File: config.mk
export PLATFORM = sky130hd
export DESIGN_NAME = row_mac_sequencer_flat
export DESIGN_NICKNAME = d
export VERILOG_FILES = /design/src/rtl/row_mac_sequencer_if.sv /design/src/rtl/row_mac_sequencer.sv /design/src/flat_wrapper.sv
export SDC_FILE = /design/constraint.sdc
export NUM_CORES = 1
export LEC_CHECK = 0
export ABC_AREA = 0
export CAP_MARGIN = 20
export CORE_MARGIN = 2
export CORE_UTILIZATION = 63
export DETAILED_ROUTE_END_ITERATION = 8
export DONT_BUFFER_PORTS = 1
export PLACE_DENSITY = 0.79
export SYNTH_ARGS = -nofsm -noshare
export SYNTH_HDL_FRONTEND = slang
export SYNTH_SLANG_ARGS = --single-unit
File: constraint.sdc
create_clock -name clk -period 2.2 [get_ports clk]
set_clock_uncertainty 0.05 [all_clocks]
set_input_delay 0.44 -clock clk [delete_from_list [all_inputs] [get_ports clk]]
set_output_delay 0.44 -clock clk [all_outputs]
set_load 0.03 [all_outputs]
File: src/rtl/row_mac_sequencer_if.sv
// -----------------------------------------------------------------------------
// row_mac_sequencer_if
//   Bundles the sequencer's controller request, operand-memory read, MAC
//   control, result-buffer write and status signals.
//
//   Signals:
//     begin_mult   level request to process a row          (controller -> seq)
//     row_idx      result row to compute, sampled on start  (controller -> seq)
//     mem_rd_en    operand read strobe for A and B
//     a_addr       A address  = row*N + k
//     b_addr       B address  = k*N + j
//     mac_clear    zero the accumulator at the next edge
//     mac_en       accumulate the product of the current read data
//     res_wr_en    write accumulator to the result buffer
//     res_wr_addr  result address = row*N + j
//     done_row     one-cycle pulse, row complete
//     row_err      one-cycle pulse with done_row when row_idx >= N
//     busy         high whenever the sequencer is not idle
//     row_cycles   total cycles of the last row (only with ROW_MAC_CYCLE_CNT_EN)
//
//   Modports: master = main controller side, slave = sequencer side.
//   Optional macro: ROW_MAC_CYCLE_CNT_EN adds row_cycles.
// -----------------------------------------------------------------------------
interface row_mac_sequencer_if #(
    parameter int ROW_W  = 4,
    parameter int ADDR_W = 8
) ();

    logic              begin_mult;
    logic [ROW_W-1:0]  row_idx;
    logic              mem_rd_en;
    logic [ADDR_W-1:0] a_addr;
    logic [ADDR_W-1:0] b_addr;
    logic              mac_clear;
    logic              mac_en;
    logic              res_wr_en;
    logic [ADDR_W-1:0] res_wr_addr;
    logic              done_row;
    logic              row_err;
    logic              busy;
`ifdef ROW_MAC_CYCLE_CNT_EN
    logic [15:0]       row_cycles;
`endif

    modport master (
        output begin_mult, row_idx,
        input  mem_rd_en, a_addr, b_addr, mac_clear, mac_en,
        input  res_wr_en, res_wr_addr, done_row, row_err, busy
`ifdef ROW_MAC_CYCLE_CNT_EN
        , input row_cycles
`endif
    );

    modport slave (
        input  begin_mult, row_idx,
        output mem_rd_en, a_addr, b_addr, mac_clear, mac_en,
        output res_wr_en, res_wr_addr, done_row, row_err, busy
`ifdef ROW_MAC_CYCLE_CNT_EN
        , output row_cycles
`endif
    );

endinterface

File: src/rtl/row_mac_sequencer.sv
// -----------------------------------------------------------------------------
// row_mac_sequencer
//   Row-level sequencer for the shared multiply-accumulate datapath. On a
//   begin_mult request in IDLE it latches the row, then for every result
//   column j: clears the MAC, issues N operand reads (k = 0..N-1), waits for
//   the read latency to drain, and writes the accumulator to the result
//   buffer. done_row pulses once the whole row has been written.
//
//   Ports:
//     clk      rising-edge clock
//     n_reset  asynchronous active-low reset
//     bus      row_mac_sequencer_if.slave (request in, memory/MAC/result out)
//
//   Parameters: N (matrix dimension), ROW_W (row_idx width),
//               ADDR_W (flat address width), RD_LAT (read latency, >= 1).
//   Optional macro: ROW_MAC_CYCLE_CNT_EN adds bus.row_cycles, the total
//   cycle count of the last row (saturating 16-bit), valid in the DONE cycle.
// -----------------------------------------------------------------------------
module row_mac_sequencer #(
    parameter int N      = 10,
    parameter int ROW_W  = 4,
    parameter int ADDR_W = 8,
    parameter int RD_LAT = 1
) (
    input  logic                   clk,
    input  logic                   n_reset,
    row_mac_sequencer_if.slave     bus
);

    localparam int CW = $clog2(N + 1);
    localparam int DW = $clog2(RD_LAT + 1);

    localparam logic [CW-1:0]     LAST_IDX   = CW'(N - 1);
    localparam logic [DW-1:0]     LAST_DRAIN = DW'(RD_LAT - 1);
    localparam logic [ADDR_W-1:0] N_A        = ADDR_W'(N);

    typedef enum logic [2:0] {
        IDLE,
        CLEAR,
        ISSUE,
        DRAIN,
        WRITE,
        DONE
    } state_t;

    state_t            state_q,    state_d;
    logic [CW-1:0]     j_q,        j_d;
    logic [CW-1:0]     k_q,        k_d;
    logic [DW-1:0]     drain_q,    drain_d;
    logic [ADDR_W-1:0] row_base_q, row_base_d;
    logic [ADDR_W-1:0] a_addr_q,   a_addr_d;
    logic [ADDR_W-1:0] b_addr_q,   b_addr_d;
    logic [ADDR_W-1:0] res_addr_q, res_addr_d;
    logic              err_q,      err_d;
    logic [RD_LAT-1:0] rd_pipe_q,  rd_pipe_d;
    logic              rd_issue;

`ifdef ROW_MAC_CYCLE_CNT_EN
    logic [15:0]       cyc_cnt_q,    cyc_cnt_d;
    logic [15:0]       row_cycles_q, row_cycles_d;
    logic [15:0]       cyc_next;
`endif

    assign rd_issue = (state_q == ISSUE);

    always_comb begin
        state_d    = state_q;
        j_d        = j_q;
        k_d        = k_q;
        drain_d    = drain_q;
        row_base_d = row_base_q;
        a_addr_d   = a_addr_q;
        b_addr_d   = b_addr_q;
        res_addr_d = res_addr_q;
        err_d      = err_q;
        // Shift the read strobe towards mac_en; the oldest stage falls off.
        rd_pipe_d  = RD_LAT'({rd_pipe_q, rd_issue});

        case (state_q)
            IDLE: begin
                if (bus.begin_mult) begin
                    j_d = '0;
                    k_d = '0;
                    if (32'(bus.row_idx) < 32'(N)) begin
                        // Row base is registered here so no multiplier feeds
                        // the address outputs.
                        row_base_d = ADDR_W'(bus.row_idx) * N_A;
                        err_d      = 1'b0;
                        state_d    = CLEAR;
                    end else begin
                        err_d   = 1'b1;
                        state_d = DONE;
                    end
                end
            end

            CLEAR: begin
                k_d        = '0;
                a_addr_d   = row_base_q;
                b_addr_d   = ADDR_W'(j_q);
                res_addr_d = row_base_q + ADDR_W'(j_q);
                state_d    = ISSUE;
            end

            ISSUE: begin
                if (k_q == LAST_IDX) begin
                    // Addresses hold on the last read so they never step
                    // past N*N-1.
                    drain_d = '0;
                    state_d = DRAIN;
                end else begin
                    k_d      = k_q + CW'(1);
                    a_addr_d = a_addr_q + ADDR_W'(1);
                    b_addr_d = b_addr_q + N_A;
                end
            end

            DRAIN: begin
                if (drain_q == LAST_DRAIN) begin
                    state_d = WRITE;
                end else begin
                    drain_d = drain_q + DW'(1);
                end
            end

            WRITE: begin
                if (j_q == LAST_IDX) begin
                    state_d = DONE;
                end else begin
                    j_d     = j_q + CW'(1);
                    state_d = CLEAR;
                end
            end

            DONE: begin
                state_d = IDLE;
            end

            default: begin
                state_d = IDLE;
            end
        endcase

`ifdef ROW_MAC_CYCLE_CNT_EN
        // Cycle 1 of a row is the cycle after the start edge.
        cyc_next     = (state_q == IDLE) ? 16'd1 :
                       ((cyc_cnt_q == 16'hFFFF) ? cyc_cnt_q : cyc_cnt_q + 16'd1);
        cyc_cnt_d    = cyc_cnt_q;
        row_cycles_d = row_cycles_q;
        if (state_d != IDLE) begin
            cyc_cnt_d = cyc_next;
        end
        if ((state_d == DONE) && (state_q != DONE)) begin
            row_cycles_d = cyc_next;
        end
`endif
    end

    always_ff @(posedge clk or negedge n_reset) begin
        if (!n_reset) begin
            state_q    <= IDLE;
            j_q        <= '0;
            k_q        <= '0;
            drain_q    <= '0;
            row_base_q <= '0;
            a_addr_q   <= '0;
            b_addr_q   <= '0;
            res_addr_q <= '0;
            err_q      <= 1'b0;
            rd_pipe_q  <= '0;
        end else begin
            state_q    <= state_d;
            j_q        <= j_d;
            k_q        <= k_d;
            drain_q    <= drain_d;
            row_base_q <= row_base_d;
            a_addr_q   <= a_addr_d;
            b_addr_q   <= b_addr_d;
            res_addr_q <= res_addr_d;
            err_q      <= err_d;
            rd_pipe_q  <= rd_pipe_d;
        end
    end

`ifdef ROW_MAC_CYCLE_CNT_EN
    always_ff @(posedge clk or negedge n_reset) begin
        if (!n_reset) begin
            cyc_cnt_q    <= '0;
            row_cycles_q <= '0;
        end else begin
            cyc_cnt_q    <= cyc_cnt_d;
            row_cycles_q <= row_cycles_d;
        end
    end

    assign bus.row_cycles = row_cycles_q;
`endif

    assign bus.mem_rd_en   = rd_issue;
    assign bus.a_addr      = a_addr_q;
    assign bus.b_addr      = b_addr_q;
    assign bus.mac_clear   = (state_q == CLEAR);
    assign bus.mac_en      = rd_pipe_q[RD_LAT-1];
    assign bus.res_wr_en   = (state_q == WRITE);
    assign bus.res_wr_addr = res_addr_q;
    assign bus.done_row    = (state_q == DONE);
    assign bus.row_err     = (state_q == DONE) && err_q;
    assign bus.busy        = (state_q != IDLE);

endmodule

File: src/flat_wrapper.sv
// flat-port wrapper written by rule: the top's interface ports become plain ports
module row_mac_sequencer_flat 
#(
    parameter int N      = 10,
    parameter int ROW_W  = 4,
    parameter int ADDR_W = 8,
    parameter int RD_LAT = 1
)
  (clk, n_reset, bus_begin_mult, bus_row_idx, bus_mem_rd_en, bus_a_addr, bus_b_addr, bus_mac_clear, bus_mac_en, bus_res_wr_en, bus_res_wr_addr, bus_done_row, bus_row_err, bus_busy);
  row_mac_sequencer_if #(.ROW_W(ROW_W), .ADDR_W(ADDR_W)) bus_i ();
  input  logic clk;
  input  logic n_reset;
  input wire logic [$bits(bus_i.begin_mult)-1:0] bus_begin_mult;
  input wire logic [$bits(bus_i.row_idx)-1:0] bus_row_idx;
  output wire logic [$bits(bus_i.mem_rd_en)-1:0] bus_mem_rd_en;
  output wire logic [$bits(bus_i.a_addr)-1:0] bus_a_addr;
  output wire logic [$bits(bus_i.b_addr)-1:0] bus_b_addr;
  output wire logic [$bits(bus_i.mac_clear)-1:0] bus_mac_clear;
  output wire logic [$bits(bus_i.mac_en)-1:0] bus_mac_en;
  output wire logic [$bits(bus_i.res_wr_en)-1:0] bus_res_wr_en;
  output wire logic [$bits(bus_i.res_wr_addr)-1:0] bus_res_wr_addr;
  output wire logic [$bits(bus_i.done_row)-1:0] bus_done_row;
  output wire logic [$bits(bus_i.row_err)-1:0] bus_row_err;
  output wire logic [$bits(bus_i.busy)-1:0] bus_busy;
  assign bus_i.begin_mult = bus_begin_mult;
  assign bus_i.row_idx = bus_row_idx;
  assign bus_mem_rd_en = bus_i.mem_rd_en;
  assign bus_a_addr = bus_i.a_addr;
  assign bus_b_addr = bus_i.b_addr;
  assign bus_mac_clear = bus_i.mac_clear;
  assign bus_mac_en = bus_i.mac_en;
  assign bus_res_wr_en = bus_i.res_wr_en;
  assign bus_res_wr_addr = bus_i.res_wr_addr;
  assign bus_done_row = bus_i.done_row;
  assign bus_row_err = bus_i.row_err;
  assign bus_busy = bus_i.busy;
  row_mac_sequencer #(.N(N), .ROW_W(ROW_W), .ADDR_W(ADDR_W), .RD_LAT(RD_LAT)) u_core (.clk(clk), .n_reset(n_reset), .bus(bus_i));
endmodule
=== Word-level counts from Yosys, hierarchy flattened ===
Index checks and enable logic that the tools add are counted.

* $add $sub $neg: 6
* Multipliers: 1
* $lt $le $gt $ge: 1
* Equality and inequality tests: 12
* Multiplexer cells: 19
* Reductions and logical operators: 14

{| class="wikitable"
|+ Operator list
! cell !! count
|-
| 8-bit case mux with 2 select lines || 2
|-
| 8-bit 2-to-1 mux || 2
|-
| 3-bit 2-to-1 mux || 5
|-
| 3-bit case mux with 5 select lines || 1
|-
| 4-bit 2-to-1 mux || 3
|-
| 4-bit case mux with 3 select lines || 1
|-
| 3-bit AND reduction || 4
|-
| 2-bit inequality test (second input constant) || 5
|-
| 4-bit by 1-bit adder with 4-bit output (second input constant) || 2
|-
| 8-bit by 1-bit adder with 8-bit output (second input constant) || 1
|-
| 8-bit by 4-bit adder with 8-bit output || 1
|-
| 8-bit by 4-bit adder with 8-bit output (second input constant) || 1
|-
| 4-bit equality test (second input constant) || 2
|-
| 4-bit case mux with 2 select lines || 1
|-
| 4-bit by 3-bit multiplier with 7-bit output (second input constant) || 1
|-
| 3-bit by 2-bit equality test with 1-bit output (second input constant) || 2
|-
| 3-bit equality test (second input constant) || 2
|-
| 2-bit AND reduction || 3
|-
| 2-bit nonzero test || 3
|-
| 3-bit nonzero test || 2
|-
| 4-bit less-than comparator (second input constant) || 1
|-
| 3-bit by 1-bit equality test with 1-bit output (second input constant) || 1
|-
| 3-bit logical NOT || 1
|-
| 1-bit 2-to-1 mux || 3
|-
| 3 further kinds || 3
|}

* Flip-flop bits (word level): 45
* Input port bits: 7
* Output and inout bits: 31
* Word-level logic and storage cells: 63

=== Depth between registers and ports, before layout ===
Gate-level depths: netlist of run 1.

* Depth after elaboration: 4
* Gate-level depth with buffers: 8
* Depth with buffers taken out: 7

=== Worst setup path before layout of run 1 ===
OpenSTA, ideal clock, no wires.

* Path type: register to output
* Start point: register u_core.state_q[2]
* End point: output bus_row_err
* Arrival: 1.361 ns
* Setup slack: 0.349 ns
* Cell stages (with the launch flop): 4
* Path buffers: 1
* Cells stage by stage: dfrtp_1 clkbuf_1 and3b_1 and2_1

* Longest elaborated chain between the ends: 2

{| class="wikitable"
|+ RTL lines
! element !! RTL line !! source
|-
| start: declaration || row_mac_sequencer.sv:46 || <nowiki>state_t state_q, state_d;</nowiki>
|-
| start signal: assignment || row_mac_sequencer.sv:172 || <nowiki>state_q <= state_d;</nowiki>
|-
| 3-bit equality test || -- ||
|-
| named net bus_done_row || flat_wrapper.sv:22 || <nowiki>output wire logic [$bits(bus_i.done_row)-1:0] bus_done_row;</nowiki>
|-
| 1-bit logical AND || row_mac_sequencer.sv:207 || <nowiki>assign bus.row_err = (state_q == DONE) && err_q;</nowiki>
|-
| end: declaration || flat_wrapper.sv:23 || <nowiki>output wire logic [$bits(bus_i.row_err)-1:0] bus_row_err;</nowiki>
|}

The timed path passes the listed nets, and every way through them passes these cells.

=== Worst setup path in the final report of run 1 ===
* Start point: register u_core.state_q[1]
* End point: output bus_mem_rd_en

* Longest elaborated chain between the ends: 1

{| class="wikitable"
|+ RTL lines
! element !! RTL line !! source
|-
| 3-bit by 2-bit equality test with 1-bit output || row_mac_sequencer.sv:64 || <nowiki>assign rd_issue = (state_q == ISSUE);</nowiki>
|-
| end: declaration || flat_wrapper.sv:15 || <nowiki>output wire logic [$bits(bus_i.mem_rd_en)-1:0] bus_mem_rd_en;</nowiki>
|}

No other way between the ends.

==> results.ini, run 1 <==
[critical_path]
crit_buf_inv = 2
startpoint_type = flop
critPathKind = flop to output port
r2r-start = u_core.state_q[1]$_DFFE_PN0P_
r2r_end = u_core.bus.a_addr[3]$_DFFE_PN0P_
crit_slowest_cell = dfrtp_2
reg2reg_slack_ps = 310
critPathRequiredTime_ps = 1710
crit_path_end_kind = output port
crit_start = u_core.state_q[1]$_DFFE_PN0P_
critical-path-max-stage-delay_ps = 500
reg2reg_depth = 6
crit_arrival_ps = 1570
cp_num_cells = 3
worstPathCellList = or3b_1 -> inv_2 -> buf_4
crit_fanout = 20
worst_path_dominant_cell_family = flip-flops
endpoint = bus_mem_rd_en

[drt]
via_count = 1832
dr_wl_met2_um = 2200
firstDrtPassIters = 4
ant_nets = 0
wl_met3_um = 320
drtIter0Drc = 156
wl_met1_um = 2180
topRoutingLayerUsed = met4
wl_per_cell_um = 15.7
routed_wl_um = 4760
vias_per_cell = 6.05
drc = 0

[global_routing]
grt_pass1_vias = 1714
grt_pass1_wl_um = 8320
antenna_found_initial = 0
grt_use_total = 0.256
grt_overflow_total = 0
grt_max_degree = 45

[yosys]
synth_cell_type_count = 48
ys_ff_latch = 44
syn_area_mm2 = 0.00237
netlist_top_cells_area = dfrtp_1 46%, ha_1 6.9%, o21ai_0 5.5%, nand2_1 5.4%, a21oi_1 3.6%
ys.flop_type = dfrtp_1
synth_edf_count = 0
async_flop_share = 1.00
synthCells = 248
synth_area_per_cell_um2 = 9.56
synth_nets = 270
synth_top_area_cell = dfrtp_1
ys_warn_count = 0
ys_seq_area_frac = 0.465
yosysTopAreaCellShare = 0.465

[timing]
post-route-period-util = 0.937
finalSetupViolCount = 0
rsz0062_at_grt = no
worst_pin_slew_ps = 675
finalHoldViolCount = 0
fmax_mhz = 485
relSlewSlack = 0.550
tns_ps = 0
fin_crit_ps = 2060
slew_violations = 0

[finish]
n_antenna_cell = 0
nets = 276
area_delta_synth_final_pct = 8.29
fillCellCount = 297
multiInputGateArea_mm2 = 0.00116
fin_cells = 303
drive_above_1_share = 0.106
regArea_mm2 = 0.00110
final_area_mm2 = 0.00257

[power_and_ir_drop]
p_switching_mw = 1.95
p_leak_nw = 1.18
clkPwrFrac = 0.133
swShare = 0.488
cellPowerDensity_mw_per_mm2 = 1560
internal_power_mw = 2.04
peakVddDrop_mv = 1.06
pwr-share-seq = 0.471
p_comb_frac = 0.396

[floorplan]
die_y_um = 65.3
dieWidth_um = 65.3
initial_core_util = 0.652
core_mm2 = 0.00363
dieArea_mm2 = 0.00427
rows = 22
ios = 38

[clocking]
cts_num_sinks = 44
cts_buffers = 5
clk_pin_slew_ps = 80
post_cts_buffers = 0
max-clock-path-buffers = 2
cts_max_level = 2
ctsRootBufferMaster = clkbuf_8
cts_tree = yes
clk_latency_ps = 300

[place]
place_inst = 293
dp_hpwl_um = 3380
routabilityCongestion = 0.824
portBuffers = 0
place_area_mm2 = 0.00244

[flow_run]
cap_violations = 0

[status]
status = finished clean

[min_path]
min_path_type = primary input to flop

## metal layers
layer  GRT usage  vias to the layer above
met5           0                        -
met4      0.0781                        0
met1       0.366                      880
met3      0.0736                        6
li1            -                      893
met2       0.379                       53
## final cells by class
| class | instances | share of cell area |
|---|---|---|
| tap | 48 | 0.0234 |
| clock buffer | 7 | 0.0336 |
| timing repair buffer | 11 | 0.0380 |
| clock inverter | 1 | 0.00293 |
| multi-input combinational | 179 | 0.453 |
| inverter | 13 | 0.0195 |
| sequential | 44 | 0.430 |
## metrics by stage
step	hold WS [ps]	total power [mW]	setup slack, ps	utilization
after detailed placement	95.4	3.44	274	0.672
after floorplan	94.4	3.04	349	-
after global routing	234	4.33	76.2	0.706
after global placement	95.2	3.39	315	0.672
after CTS	231	4.01	30.4	0.706
final	239	3.99	138	0.706
## placed cells by master, fill, tap and decap left out, types with 6 or more instances in the layout
master    count
a21oi_1      17
inv_1        11
o21ai_0      26
nand2_1      34
clkbuf_8      6
nor2_1       12
dfrtp_1      43
ha_1         13
xor2_1        6
buf_4         9
nand3_1       7
o22ai_1       6
## worst reg2reg max path: cells and delay by family (launching register included)
kind,cells,cell delay (ps)
compound gates,3,730
flops,1,500
buf+inv,2,290
simple gates,1,230
## logic make-up (layout without fill, tap and decap cells)
family / count (synthesis) / in the layout / synth area share
adders and majority gates: 15 / 15 / 0.0855
buffers and inverters: 25 / 32 / 0.0449
AOI/OAI and AO/OA: 73 / 73 / 0.186
xor gates and xnor gates: 7 / 7 / 0.0259
and+or+nand+nor: 77 / 77 / 0.162
DFF: 44 / 44 / 0.465
muxes: 7 / 7 / 0.0317
## worst min-delay path by stage
stage	start	depth (start not counted)	slack [ps]	endpoint
floorplan	n_reset	0	90	u_core.bus.a_addr[0]$_DFFE_PN0P_
global placement	n_reset	0	100	u_core.bus.b_addr[5]$_DFFE_PN0P_
detailed placement	n_reset	0	100	u_core.bus.b_addr[5]$_DFFE_PN0P_
CTS	bus_row_idx[0]	1	230	u_core.row_base_q[1]$_DFFE_PN0P_
global route	bus_row_idx[0]	1	230	u_core.row_base_q[1]$_DFFE_PN0P_
finish	bus_row_idx[0]	1	240	u_core.row_base_q[1]$_DFFE_PN0P_
## sequential cells by signal, indices dropped and copies added, names as in the netlist
register                cells
u_core.bus.res_wr_addr      8
u_core.j_q                  4
u_core.row_base_q           7
u_core.err_q                1
u_core.state_q              3
u_core.bus.a_addr           8
u_core.bus.b_addr           8
u_core.bus.mac_en           1
u_core.k_q                  4
## power by group through the flow
stage | sequential, mW | combinational (mW) | clock, mW
finish | 1.88 | 1.58 | 0.530
global placement | 1.88 | 1.52 | 0
global route | 1.94 | 1.82 | 0.575
detailed placement | 1.89 | 1.55 | 0
CTS | 1.88 | 1.59 | 0.539
floorplan | 1.75 | 1.28 | 0
## synth_stat cells, types with 6 or more instances
cell type and n:
nor2_1 12, ha_1 13, xor2_1 6, o22ai_1 6, clkbuf_1 7, nand3_1 7, o21ai_0 26, nand2_1 34
dfrtp_1 44, a21oi_1 17, inv_1 11
## what timing repair did
item,4_1_cts,5_1_grt
resized for setup,0,1
hold endpoints to repair,44,0
endpoints found under the setup margin,0,1
hold buffers,2,0
No activity file was read; power rests on OpenSTA's default activity.
==> run 2: changes to the inputs <==
Settings changed: CAP_MARGIN 20 to unset, CORE_UTILIZATION 63 to 38, PLACE_DENSITY 0.79 to unset.
==> run 2 against run 1 <==
  * Cell count rose by 9.6%
  * First-iteration DRC count decreased by 38%
  * Clock power up 29%
  * Sequential cell count did not move
  * Count of clock-buffer cells in the layout is the same
  * Largest cell class unchanged
  * Largest power group unchanged
==> results.ini, run 2 (synthesis results as in run 1) <==
[clocking]
clk_latency_ps = 300  ; about the same
holdBufCountCts = 2  ; unchanged
ctsRootBufferMaster = clkbuf_8
cts_max_level = 2  ; unchanged
cts_tree = yes
clk_pin_slew_ps = 80  ; about the same
cts_buffers = 5  ; unchanged
cts.repair.resized = 0  ; unchanged
cts_num_sinks = 44  ; unchanged
post_cts_buffers = 0  ; unchanged
max-clock-path-buffers = 2  ; unchanged

[timing]
rsz0062_at_grt = no
relSlewSlack = 0.668  ; +0.119
finalSetupViolCount = 0  ; unchanged
tns_ps = 0  ; unchanged
slew_violations = 0  ; unchanged
fin_crit_ps = 1940  ; -117 ps
post-route-period-util = 0.884  ; -0.0534
fmax_mhz = 514  ; +6.0%
finalHoldViolCount = 0  ; unchanged
worst_pin_slew_ps = 493  ; -182 ps

[drt]
via_count = 1778  ; -2.9%
drc = 0  ; unchanged
firstDrtPassIters = 4  ; unchanged
vias_per_cell = 5.36  ; -11%
ant_nets = 0  ; unchanged
drtIter0Drc = 97  ; -38%
wl_per_cell_um = 15.3  ; -2.8%
routed_wl_um = 5070  ; +6.5%

[floorplan]
initial_core_util = 0.396  ; -0.257
dieArea_mm2 = 0.00688  ; +61%
ios = 38  ; unchanged
die_y_um = 83.0  ; +27%
dieWidth_um = 83.0  ; +27%
rows = 28  ; +27%
core_mm2 = 0.00599  ; +65%

[place]
dp_hpwl_um = 3670  ; +8.6%
place_area_mm2 = 0.00250  ; +2.5%
portBuffers = 0  ; unchanged
routabilityCongestion = 0.801  ; -2.8%

[global_routing]
grt_pass1_wl_um = 8450  ; +1.5%
grt_pass1_vias = 1635  ; -4.6%
grt_use_total = 0.151  ; -0.105
grt_overflow_total = 0  ; unchanged
antenna_found_initial = 0  ; unchanged
grt_max_degree = 45  ; unchanged

[power_and_ir_drop]
cellPowerDensity_mw_per_mm2 = 1580  ; +1.6%
peakVddDrop_mv = 0.712  ; -33%
p_leak_nw = 1.22  ; +3.2%

[min_path]
min_from = bus_row_idx[3]
min_path_type = primary input to flop
whs_path_depth = 2  ; +1
holdPathEnd = u_core.row_base_q[7]$_DFFE_PN0P_

[critical_path]
reg2reg_depth = 6  ; unchanged
startpoint_type = flop
critPathKind = flop to output port
crit_arrival_ps = 1450  ; -120 ps
critPathRequiredTime_ps = 1710  ; about the same
r2r-start = u_core.state_q[0]$_DFFE_PN0P_
crit_path_end_kind = output port
crit_fanout = 18  ; -10%
r2r_end = u_core.bus.a_addr[2]$_DFFE_PN0P_
reg2reg_slack_ps = 410  ; +100 ps

[finish]
drive_above_1_share = 0.113  ; +0.00696
final_area_mm2 = 0.00267  ; +3.9%
layout_common_cells = 44 x dfrtp_1, 34 x nand2_1, 26 x o21ai_0
final_common_cell = dfrtp_1
n_antenna_cell = 0  ; unchanged
fillCellCount = 555  ; +87%
area_delta_synth_final_pct = 12.5
nets = 278  ; +0.72%

[status]
status = finished clean

[flow_run]
cap_violations = 0  ; unchanged

[run 2: changes by cell type in the layout (fill, tap and decap cells not counted), sizes merged]
| cell | delta |
|---|---|
| buf | +2 |
| bufinv | +1 |
| clkinvlp | -1 |
[run 2: worst max-delay path by stage]
stage	slack (ps)	start	endpoint	cells past startpoint
global placement	450	u_core.j_q[1]$_DFFE_PN0P_	u_core.bus.res_wr_addr[7]$_DFFE_PN0P_	7
finish	260	u_core.state_q[0]$_DFFE_PN0P_	bus_mem_rd_en	3
global route	180	u_core.state_q[0]$_DFFE_PN0P_	bus_mem_rd_en	3
detailed placement	410	u_core.state_q[0]$_DFFE_PN0P_	u_core.bus.a_addr[2]$_DFFE_PN0P_	6
CTS	240	u_core.state_q[0]$_DFFE_PN0P_	bus_mem_rd_en	3
floorplan	350	u_core.state_q[2]$_DFFE_PN0P_	bus_row_err	3
[run 2: per-stage QoR]
| stage | power (mW) | instances | util | hold slack, ps | worst slack (ps) |
|---|---|---|---|---|---|
| after floorplan | 3.04 | 248 | - | 94.4 | 349 |
| after global placement | 3.50 | 322 | 0.418 | 96.8 | 449 |
| after detailed placement | 3.53 | 322 | 0.418 | 96.8 | 408 |
| after CTS | 4.24 | 332 | 0.445 | 229 | 243 |
| after global routing | 4.53 | 332 | 0.445 | 227 | 177 |
| final | 4.22 | 332 | 0.445 | 230 | 255 |
[run 2: per-layer routing]
layer,vias up,global-route usage,wire (µm)
li1,893,-,-
met1,841,0.208,2510
met2,42,0.224,2230
met3,2,0.0596,308
met4,0,0.0358,24
met5,-,0,0
[run 2: final cells by class]
| class | instances | area [µm²] | share of cell area |
|---|---|---|---|
| inverters | 13 | 50.0 | 0.0188 |
| repair buffers | 13 | 133 | 0.0497 |
| clock buffers | 7 | 96.3 | 0.0361 |
| flip-flops and latches | 44 | 1100 | 0.413 |
| well taps | 75 | 93.8 | 0.0352 |
| multi-input cells | 179 | 1160 | 0.436 |
| clock inverters | 1 | 30.0 | 0.0113 |
[run 2: power breakdown]
part	switching (mW)	internal, mW	leakage, nW	total [mW]
sequential	0.708	1.13	0.564	1.84
combinational	0.990	0.706	0.591	1.70
clock	0.283	0.401	0.0645	0.684
[run 2: critical path: stages, from the launching register on]
cell	delay, ps
dfrtp_1	440
or3b_1	410
inv_2	130
buf_12	180
==> run 3: changes to the inputs <==
Settings changed: CORE_MARGIN 2 to unset.
==> run 3 against run 2 <==
  * Fmax fell by 7.1%
  * Critical path type unchanged
  * Global-route usage rose by 1.7 points
  * Critical path depth did not move
  * Sequential cell count did not move
  * Register-to-register slack got worse by 60 ps
  * Cell area fell by 0.89%
  * Cell count rose by 0.30%
  * Largest cell class unchanged
  * Combinational power barely moved
  * Total power fell by 2.2%
  * Sequential share of layout area rose by 0.37 points
  * Count of clock-buffer cells in the layout fell by 1
  * Clock power fell by 9.6%
==> results.ini, run 3 (synthesis results as in run 1) <==
[timing]
fin_crit_ps = 2090  ; +148 ps
slew_violations = 0  ; unchanged
fmax_mhz = 478  ; -7.1%
tns_ps = 0  ; unchanged
finalSetupViolCount = 0  ; unchanged
worst_pin_slew_ps = 507  ; +14.1 ps
post-route-period-util = 0.951  ; +0.0672
finalHoldViolCount = 0  ; unchanged
rsz0062_at_grt = no
relSlewSlack = 0.659  ; -0.00949

[floorplan]
rows = 28  ; unchanged
initial_core_util = 0.398  ; +0.00233
dieArea_mm2 = 0.00656  ; -4.8%
core_mm2 = 0.00596  ; -0.58%
die_y_um = 81.0  ; -2.4%
dieWidth_um = 81.0  ; -2.4%
ios = 38  ; unchanged

[drt]
wl_per_cell_um = 15.2  ; -0.81%
firstDrtPassIters = 4  ; unchanged
ant_nets = 0  ; unchanged
routed_wl_um = 5050  ; -0.51%
drtIter0Drc = 54  ; -44%
drc = 0  ; unchanged
vias_per_cell = 5.39  ; +0.60%
via_count = 1794  ; +0.90%

[global_routing]
grt_pass1_vias = 1719  ; +5.1%
grt_pass1_wl_um = 8440  ; about the same
grt_overflow_total = 0  ; unchanged
grt_max_degree = 45  ; unchanged
antenna_found_initial = 0  ; unchanged
grt_use_total = 0.169  ; +0.0174

[place]
portBuffers = 0  ; unchanged
place_area_mm2 = 0.00250  ; -0.20%
routabilityCongestion = 0.759  ; -5.3%
dp_hpwl_um = 3620  ; -1.4%

[critical_path]
worst_path_dominant_cell_family = flip-flops
critical-path-max-stage-delay_ps = 470  ; +30 ps
crit_slowest_cell = dfrtp_1
crit_buf_inv = 2  ; unchanged
critPathRequiredTime_ps = 1710  ; about the same
cp_num_cells = 3  ; unchanged
startpoint_type = flop
crit_arrival_ps = 1600  ; +150 ps
worstPathCellList = or3b_1 -> inv_2 -> buf_4
crit_path_end_kind = output port
crit_fanout = 18  ; unchanged
reg2reg_depth = 6  ; unchanged
critPathKind = flop to output port

[clocking]
cts_max_level = 2  ; unchanged
max-clock-path-buffers = 2  ; unchanged
clk_pin_slew_ps = 80  ; about the same
ctsRootBufferMaster = clkbuf_8
cts_buffers = 5  ; unchanged
clk_latency_ps = 300  ; about the same
cts_num_sinks = 44  ; unchanged
cts.repair.resized = 0  ; unchanged
cts_tree = yes

[finish]
final_common_cell = dfrtp_1
layout_common_cells = 44 x dfrtp_1, 34 x nand2_1, 26 x o21ai_0
area_delta_synth_final_pct = 11.5
n_antenna_cell = 0  ; unchanged
nets = 279  ; +0.36%
drive_above_1_share = 0.112  ; -0.000437
final_area_mm2 = 0.00264  ; -0.89%
final_util = 0.444  ; -0.00137

[power_and_ir_drop]
peakVddDrop_mv = 0.593  ; -17%
internal_power_mw = 2.16  ; -3.5%
p_switching_mw = 1.97  ; -0.76%
clkPwrFrac = 0.150  ; -0.012
cellPowerDensity_mw_per_mm2 = 1560  ; -1.3%
p_leak_nw = 1.21  ; -0.62%
swShare = 0.477  ; +0.00698
p_comb_frac = 0.405  ; +0.003
pwr-share-seq = 0.445  ; +0.009

[min_path]
min_path_type = primary input to flop
whs_path_depth = 2  ; unchanged

[status]
status = finished clean

[flow_run]
cap_violations = 0  ; unchanged

-- run 3: layer usage --
metal  track usage  routed length [µm]  share of wire
met4        0.0536                  58          0.011
met1         0.233                2550           0.50
met3        0.0427                 247          0.049
met5             0                   0              0
met2         0.257                2190           0.43
-- run 3: path summary, 6_finish.rpt --
path                                               start                                to  slack [ps]
max in group asynchronous                        n_reset         u_core.k_q[0]$_DFFE_PN0P_        1300
setup reg to reg           u_core.state_q[2]$_DFFE_PN0P_  u_core.bus.a_addr[3]$_DFFE_PN0P_         350
min in group asynchronous                        n_reset  u_core.bus.a_addr[4]$_DFFE_PN0P_         590
hold reg to reg                 u_core.err_q$_DFFE_PN0P_          u_core.err_q$_DFFE_PN0P_         490
setup / recovery           u_core.state_q[2]$_DFFE_PN0P_                     bus_mem_rd_en         110
hold / removal                            bus_row_idx[3]  u_core.row_base_q[7]$_DFFE_PN0P_         240
-- run 3: power by group through the flow --
stage	Clock, mW	Sequential [mW]	Combinational, mW
after floorplan	0	1.75	1.28
after global placement	0	1.86	1.63
after detailed placement	0	1.86	1.65
after CTS	0.633	1.84	1.69
after global routing	0.674	1.91	1.91
final	0.618	1.84	1.67
-- run 3: area by class of cell --
class / count / area, µm²
repair buffers: 14 / 128
multi-input cells: 179 / 1160
well taps: 75 / 93.8
clock inverters: 2 / 35.0
clock buffers: 6 / 72.6
fillers: 583 / 3310
inverters: 13 / 50.0
flip-flops and latches: 44 / 1100
-- run 3: per-stage QoR --
| step | std cells | power (mW) | setup WS [ps] | hold WS [ps] |
|---|---|---|---|---|
| finish | 333 | 4.12 | 107 | 237 |
| global route | 333 | 4.49 | 16.6 | 221 |
| CTS | 333 | 4.16 | 97.5 | 230 |
| detailed placement | 323 | 3.51 | 372 | 95.5 |
| global placement | 323 | 3.49 | 404 | 95.6 |
| floorplan | 248 | 3.04 | 349 | 94.4 |
-- run 3: timing repair --
item	4_1_cts	5_1_grt
endpoints found under the hold margin	44	0
setup buffers	0	0
hold buffers	2	0
